**src/rtl/game_sequencer.sv**
```systemverilog
// Top-level sequencer for the asteroid dodging game: walks IDLE/PLAYING/HIT/OVER,
// rate-limits lane toggles, paces asteroid scrolling and counts down lives.
module game_sequencer #(
  parameter int COOLDOWN_CYCLES = 4,
  parameter int LIVES           = 3,
  parameter int HIT_HOLD_CYCLES = 8,
  parameter int TICK_DIV        = 16
) (
  input  logic       clk,
  input  logic       rst,
  input  logic       StartBtn,
  input  logic       ToggleBtn,
  input  logic       Collision,
  output logic       PlayerToggle,
  output logic       PlayerRst,
  output logic       AsteroidTick,
  output logic [3:0] LivesLeft,
  output logic [1:0] GameState,
  output logic       GameOver
);

  localparam int TW = $clog2(TICK_DIV);
  localparam int CW = (COOLDOWN_CYCLES > 0) ? $clog2(COOLDOWN_CYCLES + 1) : 1;
  localparam int HW = $clog2(HIT_HOLD_CYCLES + 1);

  typedef enum logic [1:0] {
    S_IDLE    = 2'b00,
    S_PLAYING = 2'b01,
    S_HIT     = 2'b10,
    S_OVER    = 2'b11
  } state_t;

  state_t        state, state_nxt;
  logic [TW-1:0] tick_cnt, tick_nxt;
  logic [CW-1:0] cool_cnt, cool_nxt;
  logic [HW-1:0] hold_cnt, hold_nxt;
  logic [3:0]    lives_nxt;
  logic          toggle_nxt, prst_nxt, atick_nxt, over_nxt;

  always_comb begin
    state_nxt  = state;
    lives_nxt  = LivesLeft;
    tick_nxt   = tick_cnt;
    cool_nxt   = cool_cnt;
    hold_nxt   = hold_cnt;
    toggle_nxt = 1'b0;
    atick_nxt  = 1'b0;
    prst_nxt   = PlayerRst;
    over_nxt   = GameOver;

    case (state)
      S_IDLE: begin
        prst_nxt = 1'b0;
        over_nxt = 1'b0;
        if (StartBtn) begin
          state_nxt = S_PLAYING;
          lives_nxt = 4'(LIVES);
          tick_nxt  = '0;
          cool_nxt  = '0;
          hold_nxt  = '0;
          prst_nxt  = 1'b1;
        end
      end

      S_PLAYING: begin
        prst_nxt = 1'b1;
        // A collision pre-empts any toggle or scroll tick due on the same edge.
        if (Collision) begin
          if (LivesLeft > 4'd1) begin
            state_nxt = S_HIT;
            lives_nxt = LivesLeft - 4'd1;
            hold_nxt  = HW'(HIT_HOLD_CYCLES);
          end else begin
            state_nxt = S_OVER;
            lives_nxt = 4'd0;
            over_nxt  = 1'b1;
          end
        end else begin
          tick_nxt  = (tick_cnt == TW'(TICK_DIV - 1)) ? '0 : tick_cnt + 1'b1;
          atick_nxt = (tick_cnt == TW'(TICK_DIV - 2));
          if (ToggleBtn && (cool_cnt == '0)) begin
            toggle_nxt = 1'b1;
            cool_nxt   = CW'(COOLDOWN_CYCLES);
          end else if (cool_cnt != '0) begin
            cool_nxt = cool_cnt - 1'b1;
          end
        end
      end

      S_HIT: begin
        if (hold_cnt <= HW'(1)) begin
          // Respawn: one low cycle on PlayerRst returns the player to the top lane.
          state_nxt = S_PLAYING;
          hold_nxt  = '0;
          tick_nxt  = '0;
          cool_nxt  = '0;
          prst_nxt  = 1'b0;
        end else begin
          hold_nxt = hold_cnt - 1'b1;
        end
      end

      S_OVER: begin
        over_nxt  = 1'b1;
        lives_nxt = 4'd0;
        prst_nxt  = 1'b1;
        if (StartBtn) begin
          state_nxt = S_IDLE;
          over_nxt  = 1'b0;
          prst_nxt  = 1'b0;
        end
      end

      default: state_nxt = S_IDLE;
    endcase
  end

  always_ff @(posedge clk or negedge rst) begin
    if (!rst) begin
      state        <= S_IDLE;
      tick_cnt     <= '0;
      cool_cnt     <= '0;
      hold_cnt     <= '0;
      LivesLeft    <= 4'd0;
      PlayerToggle <= 1'b0;
      PlayerRst    <= 1'b0;
      AsteroidTick <= 1'b0;
      GameOver     <= 1'b0;
    end else begin
      state        <= state_nxt;
      tick_cnt     <= tick_nxt;
      cool_cnt     <= cool_nxt;
      hold_cnt     <= hold_nxt;
      LivesLeft    <= lives_nxt;
      PlayerToggle <= toggle_nxt;
      PlayerRst    <= prst_nxt;
      AsteroidTick <= atick_nxt;
      GameOver     <= over_nxt;
    end
  end

  assign GameState = state;

endmodule

```
**config.mk**
```make
export PLATFORM = sky130hd
export DESIGN_NAME = game_sequencer
export DESIGN_NICKNAME = d
export VERILOG_FILES = /design/src/rtl/game_sequencer.sv
export SDC_FILE = /design/constraint.sdc
export NUM_CORES = 1
export LEC_CHECK = 0
export CAP_MARGIN = 20
export CORE_MARGIN = 3
export CORE_UTILIZATION = 40
export DETAILED_ROUTE_END_ITERATION = 8
export PLACE_DENSITY = 0.66
export SLEW_MARGIN = 5
export SYNTH_ARGS = -nofsm -noshare
export SYNTH_HDL_FRONTEND = slang
export SYNTH_SLANG_ARGS = --single-unit
```
**constraint.sdc**
```tcl
create_clock -name clk -period 2.03 [get_ports clk]
set_input_delay 0.203 -clock clk [delete_from_list [all_inputs] [get_ports clk]]
set_output_delay 0.203 -clock clk [all_outputs]
set_load 0.03 [all_outputs]
```
**Yosys cells after proc, flatten, opt, wreduce, memory -nomap -nowiden**

Cells that the tools add are included.

- Magnitude comparators: 2
- Muxes and demuxes: 37
- Equal/unequal tests: 13
- $add $sub $neg: 4
- Reductions and logical operators: 12

Operator list:

| cell | count |
|---|---|
| 4-bit 2-to-1 mux | 10 |
| 4-bit one-hot mux with 3 select lines | 3 |
| 3-bit 2-to-1 mux | 5 |
| 2-bit inequality test, second input constant | 7 |
| 4-bit AND reduction | 3 |
| 1-bit 2-to-1 mux | 11 |
| 3-bit one-hot mux with 3 select lines | 1 |
| 3-bit nonzero test | 3 |
| 4-bit equality test, second input constant | 2 |
| 2-bit 2-to-1 mux | 4 |
| 2-bit one-hot mux with 4 select lines | 1 |
| 4-bit by 1-bit subtractor with 4-bit output, second input constant | 2 |
| 3-bit AND reduction | 2 |
| 5-bit AND reduction | 1 |
| 4-bit by 1-bit adder with 4-bit output, second input constant | 1 |
| 2-bit equality test, second input constant | 2 |
| 4-bit by 1-bit greater-than comparator with 1-bit output, second input constant | 1 |
| 4-bit by 1-bit <= comparator with 1-bit output, second input constant | 1 |
| 1-bit one-hot mux with 4 select lines | 1 |
| 3-bit zero test | 1 |
| 3-bit inequality test, second input constant | 1 |
| 1-bit one-hot mux with 3 select lines | 1 |
| 3-bit by 1-bit subtractor with 3-bit output, second input constant | 1 |
| 2-bit by 1-bit equality test with 1-bit output, second input constant | 1 |
| 2 further kinds | 2 |

- Input port bits: 5
- Flip-flop bits (word level): 21

**Longest topological paths before layout**

Gate-level depths: netlist (run 1).

- Depth after elaboration: 5
- Depth in mapped cells: 7

**Least setup slack after synthesis (run 1)**

OpenSTA, ideal clock, no wires.

- Path kind: register to register
- From: register state[1] (netlist: GameState[1])
- To: register state[0] (netlist: GameState[0])
- Arrival: 1947 ps
- Setup time: 128 ps
- Slack: -45 ps
- Cell stages (with the launch flop): 6
- Clock period less this slack: 2075 ps
- Required time: 1902 ps
- Cell sequence: dfrtp_1 > inv_1 > ha_1 > nor2b_1 > or4_4 > mux2_1

- Cells in the longest elaborated chain, start to end: 3
- Elaborated cells between the ends (all ways): 10

RTL lines:

| element | line | text |
|---|---|---|
| from (decl) | 33 | `state_t state, state_nxt;` |
| from (signal assigned) | 130 | `state <= state_nxt;` |
| 2-bit equality test (tied with other cells) | 51 | `case (state)` |
| 2-bit inequality test (no source line) | -- |  |
| 4-bit AND reduction (no source line) | -- |  |

Parallel ways exist; a longest one is shown, timed or not.
A chain may end at the register's enable or synchronous reset.

**Worst setup path in the final report (run 1)**

- From: register hold_cnt[0]
- To: register state[0] (netlist: GameState[0])

- Cells in the longest elaborated chain, start to end: 3

RTL lines:

| element | line | text |
|---|---|---|
| from (decl) | 36 | `logic [HW-1:0] hold_cnt, hold_nxt;` |
| from (signal assigned) | 133 | `hold_cnt <= hold_nxt;` |
| 4-bit by 1-bit <= comparator with 1-bit output | 91 | `if (hold_cnt <= HW'(1)) begin` |
| 2-bit inequality test (no source line) | -- |  |
| 4-bit AND reduction (no source line) | -- |  |

Every way passes these cells.

==> impl_summary.txt, run 1 <==
----------------------------------------------------
[Synth]
  Most frequently used flop master after synthesis ... sky130_fd_sc_hd__dfrtp_1
  Netlist Area Pre-Place ... 1320 sq um
  Synthesized netlist cell count ... 132
  Count of flip-flops with a built-in enable after synthesis ... 0
  Post-synth net total ... 151
  Post-synthesis area per instance ... 10.0 sq um
  Top cells by area in the synthesized netlist ... sky130_fd_sc_hd__dfrtp_1 40%, sky130_fd_sc_hd__ha_1 13%, sky130_fd_sc_hd__inv_1 3.1%
  Top cell type's share of synthesized area ... 39.7%
  Cell type with the largest total area after synthesis ... sky130_fd_sc_hd__dfrtp_1
  Count of different cell masters after synthesis ... 42
  Yosys Warn Count ... 0
  Dominant cell by count in the synthesized netlist ... sky130_fd_sc_hd__dfrtp_1
  Top cells by instance count after synthesis ... 21 x sky130_fd_sc_hd__dfrtp_1, 14 x sky130_fd_sc_hd__ha_1, 11 x sky130_fd_sc_hd__inv_1
  Fraction of registers with async set/reset ... 100%
  Sequential element share of the synthesized area ... 39.7%
  Flop and latch count out of synthesis ... 21

[Layout]
  Net count, final ... 175
  Layout cells sized above 1 ... 15.5%
  Relative area change from synthesis to final layout ... 22.2%
  Post-Layout Cell Count ... 199
  Number of fillers in the final layout ... 301
  Antenna fix cells ... 0

[Clock tree]
  Clock Pin Slew Worst Setup and Hold Paths ... 0.14 ns
  Number of buffers between clock root and the deepest sink ... 2
  Cell at the root of the clock tree ... sky130_fd_sc_hd__clkbuf_4
  Post-CTS Hold Fix Bufs ... 0
  Clock H-tree levels ... 1
  Insertion delay to the later sink of the worst-skew pair ... 0.32 ns
  TritonCTS Buffers ... 3
  Sinks on the clock net ... 21
  Clock tree from TritonCTS ... yes

[Worst setup path]
  WS Path Type ... reg2reg
  Slowest cell on crit path ... sky130_fd_sc_hd__or4_4
  Critical path arrival ... 2.19 ns
  Source of the critical timing path ... hold_cnt[0]
  Biggest fanout along the worst timing path ... 3
  Nature of the critical path startpoint ... flip-flop
  Worst stage delay on the critical path ... 0.51 ns
  Startpoint of the lowest-slack register-to-register path ... hold_cnt[0]
  CP top delay family ... simple AND/OR/NAND/NOR gates
  Category of the worst setup path capture point ... flip-flop
  WP buf/inv ... 1
  Number of cell instances on the worst register-to-register path ... 6
  Endpoint required time on the critical path ... 2.25 ns
  Critical path cell sequence ... inv_2 -> ha_4 -> nor2_1 -> o31a_1 -> or4_4 -> mux2_4
  Logic depth of the worst setup path including buffers ... 6

[Placed design]
  Hpwl dp ... 2070 microns
  Number of placed instances, taps included ... 192
  Final RePlAce weighted congestion ... 0.790
  Count of input and output buffers ... 14

[Drt]
  Number of nets with antenna violations after routing ... 0
  Iteration-0 DRC count of the detailed router ... 84
  Vias ... 1038
  Average routed wire per standard cell ... 14.0 microns
  First-pass detailed-route iteration total ... 4
  Wire length after detailed routing ... 2790 microns
  Drc violations ... 0
  Ratio of routed vias to standard cells ... 5.22

[Floorplanning]
  Number of I/O pins ... 15
  Starting utilization of the core area ... 42.7%
  Height of the chip ... 63.5 microns
  Area of the core region ... 3100 sq um
  Std cell rows ... 20
  Overall die width ... 63.5 microns
  Overall die area ... 4040 sq um

[Timing]
  Number of setup violations in the final report ... 0
  RSZ-0062 raised after global routing ... false
  Slew at the pin closest to its max-slew limit ... 0.504 ns
  Number of max-slew violations in the final report ... 0
  Summed negative setup slack over all endpoints ... 0 ns
  Max-Slew Margin vs Limit ... 65.8%
  Minimum period implied by the final worst setup slack ... 1.97 ns
  Final Hold Violating Endpoints ... 0
  Achievable frequency ... 507 MHz
  Largest clock skew in the final design ... 0.0214 ns
  Share of the clock period used by the worst path ... 97.2%

[Global routing]
  Number of antenna violations at the first check in global routing ... 0
  Gr ovfl total ... 0
  Met1 track demand over resource in global routing ... 19.7%
  Vias in the first global route ... 1041
  Global-route met3 utilization ... 2.50%
  Met2 global-route usage ... 23.9%
  Maximum number of pins on one net before global-route repair ... 22
  Wire length of the first global-routing pass ... 4800 microns
  Grt peak-use layer ... met2
  Total Routing Usage GR ... 14.9%

[Run status]
  Result of the run ... completed

[Flow run]
  Count of maximum capacitance violations ... 0

[Worst hold path]
  Classification of the worst-slack hold path ... in2async

[Pwr]
  Internal power contribution ... 1.30 mW
  Areal power density over the cells ... 1470 nW/um^2
  Share of total power in sequential cells ... 29.3%
  Combinational cell fraction of total power ... 61.9%
  Switching pwr ... 1.08 mW
  Worst vdd rail ir drop ... 0.800 mV
  Static power due to leakage ... 0.739 nW
  Fraction of power spent switching nets ... 45.4%
  Relative contribution of the clock network to total power ... 8.8%

----------------------------------------------------
[repair_timing]
action	in CTS	in global routing
buffers inserted	1	2
resized for setup	1	4
pin swaps	0	1
hold endpoints to repair	0	0
endpoints found under the setup margin	1	4
[metal layers]
metal,vias to the layer above,part of all wire (%)
li1,534,-
met1,485,49
met2,15,46
met3,4,3.2
met4,0,1.2
met5,-,0
[power by group through the flow]
stage / Sequential, mW / Clock [mW] / Combinational (mW)
floorplan: 0.811 / 0 / 0.875
global placement: 0.696 / 0 / 1.39
detailed placement: 0.706 / 0 / 1.41
CTS: 0.693 / 0.217 / 1.43
global route: 0.720 / 0.242 / 1.63
finish: 0.695 / 0.209 / 1.47
[path summary, 6_finish.rpt]
check | endpoint | slack, ns
worst max register to register | GameState[0] | 0.06
worst min register to register | PlayerRst | 0.52
max in group asynchronous | hold_cnt[1] | 1.57
worst max-delay path | GameState[0] | 0.06
min in group clk | PlayerToggle | 0.52
worst min-delay path | cool_cnt[0] | 0.22
[cells in the final DEF, fill, tap and decap left out, types with 2 or more instances in the layout]
cell / n
sky130_fd_sc_hd__nor2_1: 9
sky130_fd_sc_hd__inv_1: 10
sky130_fd_sc_hd__o2bb2ai_1: 3
sky130_fd_sc_hd__mux2i_1: 4
sky130_fd_sc_hd__dfrtp_2: 2
sky130_fd_sc_hd__dfrtp_1: 19
sky130_fd_sc_hd__o221ai_1: 2
sky130_fd_sc_hd__o21ai_0: 7
sky130_fd_sc_hd__ha_1: 13
sky130_fd_sc_hd__a31oi_1: 3
sky130_fd_sc_hd__a32o_1: 4
sky130_fd_sc_hd__and3_1: 2
sky130_fd_sc_hd__nand3_1: 3
sky130_fd_sc_hd__buf_4: 9
sky130_fd_sc_hd__nand2_1: 7
sky130_fd_sc_hd__o31a_1: 2
sky130_fd_sc_hd__o21a_1: 3
sky130_fd_sc_hd__clkbuf_4: 3
sky130_fd_sc_hd__clkdlybuf4s50_1: 14
sky130_fd_sc_hd__nor2b_1: 6
sky130_fd_sc_hd__or3_1: 2
[layout make-up]
class	instances	area [sq um]	share of cell area [%]
clock inverter	1	5.00	0.309
tap	44	55.1	3.40
multi-input combinational	96	758	46.9
timing repair buffer	23	208	12.8
sequential	21	528	32.6
inverter	11	41.3	2.55
clock buffer	3	22.5	1.39
[logic make-up after synthesis]
family / after synthesis / share of synthesized area, %
AO/OA/AOI/OAI: 35 / 20.7
adder cells (fa/ha/maj): 14 / 13.2
buffers and inverters: 15 / 4.25
flip-flops: 21 / 39.7
multiplexers: 7 / 5.58
AND/OR/NAND/NOR: 40 / 16.5
[stage by stage]
step           hold WS [ns]  setup WS [ns]  total power, mW  cell area (sq um)  utilization (%)
2_1_floorplan       -0.0926         0.0832             1.69               1330                -
3_3_place_gp          0.484          0.103             2.09               1550             50.0
3_5_place_dp          0.478        0.00291             2.12               1550             50.0
4_1_cts               0.233        0.00812             2.34               1590             51.2
5_1_grt               0.227         0.0142             2.60               1620             52.1
6_report              0.219         0.0573             2.38               1620             52.1
[flip-flops by register name, indices dropped and copies added (netlist names)]
signal and count:
LivesLeft 4, hold_cnt 4, tick_cnt 4, cool_cnt 3
GameState 2, AsteroidTick 1, GameOver 1, PlayerRst 1
PlayerToggle 1
(Power assumes the default switching activity.)
==> run 2: changes to the inputs <==
--- a/config.mk
+++ b/config.mk
@@ -6,10 +6,12 @@
 export NUM_CORES = 1
 export LEC_CHECK = 0
 export CAP_MARGIN = 20
+export CELL_PAD_IN_SITES_DETAIL_PLACEMENT = 1
+export CELL_PAD_IN_SITES_GLOBAL_PLACEMENT = 2
 export CORE_MARGIN = 3
-export CORE_UTILIZATION = 40
+export CORE_UTILIZATION = 32
 export DETAILED_ROUTE_END_ITERATION = 8
-export PLACE_DENSITY = 0.66
+export PLACE_DENSITY_LB_ADDON = 0.1
 export SLEW_MARGIN = 5
 export SYNTH_ARGS = -nofsm -noshare
 export SYNTH_HDL_FRONTEND = slang
==> impl_summary.txt, run 2 (synthesized netlist as in run 1, its figures left out) <==
----------------------------------------------------
[Worst setup path]
  Critical register-to-register path endpoint ... GameState[0] (unchanged)
  Nature of the critical path startpoint ... flip-flop (unchanged)
  Number of cell instances on the worst register-to-register path ... 6 (unchanged)
  Biggest fanout along the worst timing path ... 3 (unchanged)
  Setup slack, reg-to-reg ... 0.09 ns (was 0.06 ns)
  WS Path Type ... reg2reg (unchanged)
  Category of the worst setup path capture point ... flip-flop (unchanged)
  CP top delay family ... simple AND/OR/NAND/NOR gates (unchanged)
  Source of the critical timing path ... hold_cnt[1] (was hold_cnt[0])
  Critical path arrival ... 2.09 ns (was 2.19 ns)
  Startpoint of the lowest-slack register-to-register path ... hold_cnt[1] (was hold_cnt[0])
  Worst stage delay on the critical path ... 0.50 ns (was 0.51 ns)
  Endpoint required time on the critical path ... 2.18 ns (was 2.25 ns)
  WP buf/inv ... 1 (unchanged)
  Slowest cell on crit path ... sky130_fd_sc_hd__or4_4 (unchanged)
  Critical path cell sequence ... inv_1 -> ha_2 -> nor2_1 -> o31a_1 -> or4_4 -> mux2_1 (was inv_2 -> ha_4 -> nor2_1 -> o31a_1 -> or4_4 -> mux2_4)

[Drt]
  Wire length after detailed routing ... 3170 microns (was 2790 microns)
  First-pass detailed-route iteration total ... 3 (was 4)
  Iteration-0 DRC count of the detailed router ... 49 (was 84)
  Number of nets with antenna violations after routing ... 0 (unchanged)
  Ratio of routed vias to standard cells ... 5.27 (was 5.22)
  Average routed wire per standard cell ... 15.6 microns (was 14.0 microns)
  Drc violations ... 0 (unchanged)
  Vias ... 1070 (was 1038)

[Global routing]
  Vias in the first global route ... 1116 (was 1041)
  Gr ovfl total ... 0 (unchanged)
  Maximum number of pins on one net before global-route repair ... 22 (unchanged)
  Wire length of the first global-routing pass ... 5530 microns (was 4800 microns)
  Total Routing Usage GR ... 13.6% (was 14.9%)
  Number of antenna violations at the first check in global routing ... 0 (unchanged)

[Timing]
  Final Worst Setup Slack ... 0.0851 ns (was 0.0573 ns)
  Largest clock skew in the final design ... 0.00183 ns (was 0.0214 ns)
  Max-Slew Margin vs Limit ... 71.8% (was 65.8%)
  Final Hold Violating Endpoints ... 0 (unchanged)
  RSZ-0062 raised after global routing ... false (unchanged)
  Minimum period implied by the final worst setup slack ... 1.94 ns (was 1.97 ns)
  Number of max-slew violations in the final report ... 0 (unchanged)
  Share of the clock period used by the worst path ... 95.8% (was 97.2%)
  Number of setup violations in the final report ... 0 (unchanged)
  Achievable frequency ... 514 MHz (was 507 MHz)
  Slew at the pin closest to its max-slew limit ... 0.422 ns (was 0.504 ns)
  Summed negative setup slack over all endpoints ... 0 ns (unchanged)

[Floorplanning]
  Area of the core region ... 3830 sq um (was 3100 sq um)
  Overall die width ... 70.3 microns (was 63.5 microns)
  Starting utilization of the core area ... 34.6% (was 42.7%)
  Number of I/O pins ... 15 (unchanged)
  Height of the chip ... 70.3 microns (was 63.5 microns)
  Std cell rows ... 22 (was 20)
  Overall die area ... 4940 sq um (was 4040 sq um)

[Layout]
  Number of fillers in the final layout ... 442 (was 301)
  Largest registers in the final layout ... LivesLeft: 4 flops, hold_cnt: 4 flops, tick_cnt: 4 flops (unchanged)
  Relative area change from synthesis to final layout ... 23.0% (was 22.2%)
  Commonest non-fill, non-tap cell in the layout ... sky130_fd_sc_hd__dfrtp_1 (unchanged)
  Antenna fix cells ... 0 (unchanged)
  Net count, final ... 175 (unchanged)
  Layout cells sized above 1 ... 14.8% (was 15.5%)
  Top library cells by usage in the layout, fill and taps aside ... 19 x sky130_fd_sc_hd__dfrtp_1, 14 x sky130_fd_sc_hd__clkdlybuf4s50_1, 13 x sky130_fd_sc_hd__ha_1 (unchanged)

[Run status]
  Result of the run ... completed (unchanged)

[Worst hold path]
  Classification of the worst-slack hold path ... in2async (unchanged)

[Clock tree]
  Post-CTS Hold Fix Bufs ... 0 (unchanged)
  Clock H-tree levels ... 1 (unchanged)
  Clock tree from TritonCTS ... yes (unchanged)
  Sinks on the clock net ... 21 (unchanged)
  Clock Pin Slew Worst Setup and Hold Paths ... 0.08 ns (was 0.14 ns)
  Number of buffers between clock root and the deepest sink ... 2 (unchanged)
  Cell at the root of the clock tree ... sky130_fd_sc_hd__clkbuf_8 (was sky130_fd_sc_hd__clkbuf_4)
  TritonCTS Buffers ... 3 (unchanged)
  Insertion delay to the later sink of the worst-skew pair ... 0.26 ns (was 0.32 ns)

[Placed design]
  Pre-CTS setup slack ... 0.0815 ns (was 0.00291 ns)
  Hpwl dp ... 2420 microns (was 2070 microns)
  Final RePlAce weighted congestion ... 0.757 (was 0.790)
  Count of input and output buffers ... 14 (unchanged)

[Pwr]
  Worst vdd rail ir drop ... 0.557 mV (was 0.800 mV)
  Static power due to leakage ... 0.737 nW (was 0.739 nW)
  Areal power density over the cells ... 1510 nW/um^2 (was 1470 nW/um^2)

[Flow run]
  Count of maximum capacitance violations ... 0 (unchanged)

----------------------------------------------------
run 2: worst reg2reg max path, delay by kind of cell, from the launching register on:
kind | cells | cell delay, ns
mux | 1 | 0.33
fa+ha+maj | 1 | 0.19
compound gates | 1 | 0.26
simple gates | 2 | 0.57
flops | 1 | 0.40
buf+inv | 1 | 0.09
run 2: routing by layer:
layer  track usage [%]  wire [microns]  vias up
met4              2.55              23        0
met2              23.5            1560       10
li1                  -               -      530
met5                 0               0        -
met3              3.31              92        2
met1              17.3            1490      528
run 2: per-stage QoR:
| step | utilization, % | cells | hold slack (ns) | area (sq um) | power, mW |
|---|---|---|---|---|---|
| 6_report | 42.5 | 203 | 0.292 | 1630 | 2.46 |
| 5_1_grt | 42.5 | 203 | 0.305 | 1630 | 2.68 |
| 4_1_cts | 42.5 | 203 | 0.301 | 1630 | 2.49 |
| 3_5_place_dp | 41.3 | 199 | 0.490 | 1580 | 2.19 |
| 3_3_place_gp | 41.3 | 199 | 0.463 | 1580 | 2.15 |
| 2_1_floorplan | - | 132 | -0.0926 | 1330 | 1.69 |
run 2: worst max-delay path by stage:
stage                         endpoint  cells past startpoint
after floorplan           GameState[0]                      5
after global placement    GameState[0]                      6
after detailed placement  GameState[0]                      6
after CTS                 GameState[0]                      6
after global routing      GameState[0]                      6
final                     GameState[0]                      6
run 2: cell type report:
| class | instances | area [sq um] | area share, % |
|---|---|---|---|
| clock inverters | 1 | 5.00 | 0.307 |
| flip-flops and latches | 21 | 528 | 32.4 |
| multi-input cells | 96 | 744 | 45.7 |
| inverters | 11 | 41.3 | 2.54 |
| clock buffers | 3 | 41.3 | 2.54 |
| well taps | 48 | 60.1 | 3.69 |
| repair buffers | 23 | 208 | 12.8 |
run 2: report_power, final:
| group | total (mW) | switching [mW] | internal [mW] |
|---|---|---|---|
| Combinational | 1.48 | 0.818 | 0.658 |
| Sequential | 0.701 | 0.148 | 0.553 |
| Clock | 0.282 | 0.145 | 0.137 |
run 2: repair_timing:
item                                    CTS  global route
endpoints found under the setup margin    0             1
buffers inserted                          0             0
endpoints found under the hold margin     0             0
resized for setup                         0             2
==> run 3: changes to the inputs <==
==> constraint.sdc (replaced) <==
create_clock -name clk -period 2.03 [get_ports clk]
set_input_delay 0.203 -clock clk [delete_from_list [all_inputs] [get_ports clk]]
set_output_delay 0.203 -clock clk [all_outputs]
set_load 0.1 [all_outputs]
==> impl_summary.txt, run 3 (synthesized netlist as in run 1, its figures left out) <==
----------------------------------------------------
[Layout]
  Final core area utilization ... 42.2% (was 42.5%)
  Relative area change from synthesis to final layout ... 21.8% (was 23.0%)
  Largest registers in the final layout ... LivesLeft: 4 flops, hold_cnt: 4 flops, tick_cnt: 4 flops (unchanged)
  Layout cells sized above 1 ... 25.2% (was 14.8%)
  Commonest non-fill, non-tap cell in the layout ... sky130_fd_sc_hd__buf_4 (was sky130_fd_sc_hd__dfrtp_1)
  Top library cells by usage in the layout, fill and taps aside ... 19 x sky130_fd_sc_hd__buf_4, 17 x sky130_fd_sc_hd__dfrtp_1, 13 x sky130_fd_sc_hd__ha_1 (was 19 x sky130_fd_sc_hd__dfrtp_1, 14 x sky130_fd_sc_hd__clkdlybuf4s50_1, 13 x sky130_fd_sc_hd__ha_1)
  Net count, final ... 175 (unchanged)
  Antenna fix cells ... 0 (unchanged)

[Timing]
  Achievable frequency ... 514 MHz (about the same)
  Minimum period implied by the final worst setup slack ... 1.94 ns (about the same)
  Max-Slew Margin vs Limit ... 73.3% (was 71.8%)
  Number of setup violations in the final report ... 0 (unchanged)
  RSZ-0062 raised after global routing ... false (unchanged)
  Largest clock skew in the final design ... 0.00892 ns (was 0.00183 ns)
  Share of the clock period used by the worst path ... 95.8% (about the same)
  Slew at the pin closest to its max-slew limit ... 0.397 ns (was 0.422 ns)
  Summed negative setup slack over all endpoints ... 0 ns (unchanged)
  Number of max-slew violations in the final report ... 0 (unchanged)
  Smallest hold slack ... 0.275 ns (was 0.292 ns)
  Final Hold Violating Endpoints ... 0 (unchanged)

[Global routing]
  Gr ovfl total ... 0 (unchanged)
  Wire length of the first global-routing pass ... 5650 microns (was 5530 microns)
  Vias in the first global route ... 1145 (was 1116)
  Total Routing Usage GR ... 14.3% (was 13.6%)
  Number of antenna violations at the first check in global routing ... 0 (unchanged)
  Maximum number of pins on one net before global-route repair ... 22 (unchanged)

[Floorplanning]
  Height of the chip ... 70.3 microns (unchanged)
  Number of I/O pins ... 15 (unchanged)
  Area of the core region ... 3830 sq um (unchanged)
  Std cell rows ... 22 (unchanged)
  Overall die area ... 4940 sq um (unchanged)
  Overall die width ... 70.3 microns (unchanged)
  Starting utilization of the core area ... 34.6% (unchanged)

[Drt]
  Average routed wire per standard cell ... 15.6 microns (about the same)
  Number of nets with antenna violations after routing ... 0 (unchanged)
  Drc violations ... 0 (unchanged)
  Uppermost layer routed ... met4 (unchanged)
  Met3 Wirelength ... 81 microns (was 92 microns)
  WL met2 ... 1540 microns (was 1560 microns)
  Iteration-0 DRC count of the detailed router ... 49 (unchanged)
  Ratio of routed vias to standard cells ... 5.21 (was 5.27)
  Vias ... 1058 (was 1070)
  Routed met1 length ... 1500 microns (was 1490 microns)
  First-pass detailed-route iteration total ... 4 (was 3)
  Wire length after detailed routing ... 3160 microns (was 3170 microns)

[Flow run]
  Count of maximum capacitance violations ... 0 (unchanged)

[Clock tree]
  Sinks on the clock net ... 21 (unchanged)
  Clock Pin Slew Worst Setup and Hold Paths ... 0.09 ns (was 0.08 ns)
  Number of buffers between clock root and the deepest sink ... 2 (unchanged)
  Clock H-tree levels ... 1 (unchanged)
  Post-CTS Hold Fix Bufs ... 0 (unchanged)
  TritonCTS Buffers ... 3 (unchanged)
  Clock tree from TritonCTS ... yes (unchanged)
  Cell at the root of the clock tree ... sky130_fd_sc_hd__clkbuf_8 (unchanged)
  Insertion delay to the later sink of the worst-skew pair ... 0.27 ns (was 0.26 ns)

[Worst setup path]
  Slowest cell on crit path ... sky130_fd_sc_hd__or4_4 (unchanged)
  Endpoint required time on the critical path ... 2.18 ns (about the same)
  Nature of the critical path startpoint ... flip-flop (unchanged)
  Critical path cell sequence ... inv_2 -> ha_2 -> nor2_1 -> o31a_1 -> or4_4 -> mux2_1 (was inv_1 -> ha_2 -> nor2_1 -> o31a_1 -> or4_4 -> mux2_1)
  Critical path arrival ... 2.09 ns (about the same)
  Category of the worst setup path capture point ... flip-flop (unchanged)
  Biggest fanout along the worst timing path ... 3 (unchanged)
  Worst stage delay on the critical path ... 0.50 ns (about the same)
  WS Path Type ... reg2reg (unchanged)

[Worst hold path]
  Classification of the worst-slack hold path ... in2async (unchanged)

[Placed design]
  Hpwl dp ... 2370 microns (was 2420 microns)
  Final RePlAce weighted congestion ... 0.770 (was 0.757)
  Count of input and output buffers ... 14 (unchanged)

[Run status]
  Result of the run ... completed (unchanged)

----------------------------------------------------
[run 3: changes by cell type in the layout (fill, tap and decap cells not counted), sizes merged]
cell,previous run,this run
buf,9,19
clkdlybuf4s50,14,4
[run 3: per-stage QoR]
stage          instances  area (sq um)  setup slack, ns
2_1_floorplan        132          1340          -0.0386
3_5_place_dp         198          1560           0.0795
5_1_grt              203          1610         0.000552
4_1_cts              202          1600           0.0467
3_3_place_gp         198          1560            0.129
6_report             203          1610           0.0852
[run 3: routing by layer]
| layer | GRT usage [%] | vias to the layer above |
|---|---|---|
| met3 | 2.45 | 4 |
| met1 | 18.6 | 511 |
| met4 | 5.53 | 0 |
| met2 | 23.5 | 11 |
| li1 | - | 532 |
| met5 | 0 | - |
[run 3: final cells by class]
| cell class | instances | area, sq um |
|---|---|---|
| Clock buffer | 3 | 41.3 |
| Multi-Input combinational cell | 96 | 747 |
| Sequential cell | 21 | 536 |
| Fill cell | 444 | 2210 |
| Inverter | 11 | 41.3 |
| Timing Repair Buffer | 23 | 183 |
| Clock inverter | 1 | 5.00 |
| Tap cell | 48 | 60.1 |
[run 3: worst paths after layout]
kind,startpoint,endpoint,slack [ns],depth (start not counted)
max in group asynchronous,rst,GameState[1],1.49,2
worst max-delay path,hold_cnt[0],GameState[0],0.09,6
worst min register to register,PlayerRst,PlayerRst,0.49,2
min in group clk,PlayerRst,PlayerRst,0.49,2
worst max register to register,hold_cnt[0],GameState[0],0.09,6
worst min-delay path,rst,LivesLeft[0],0.28,2
[run 3: critical path: cells and delay by family (launching register included)]
kind                       cells  cell delay, ns
AOI/OAI and AO/OA              1            0.26
adders and majority gates      1            0.19
buffers and inverters          1            0.08
DFF                            1            0.41
muxes                          1            0.32
and+or+nand+nor                2            0.57
[run 3: what timing repair did]
item,4_1_cts,5_1_grt
endpoints found under the setup margin,0,1
gates resized for setup,0,3
setup buffers,0,1
endpoints found under the hold margin,0,0
Power of run 3 is not shown: default switching activity piles up to over one toggle a cycle in this logic, so the estimate is an artifact.
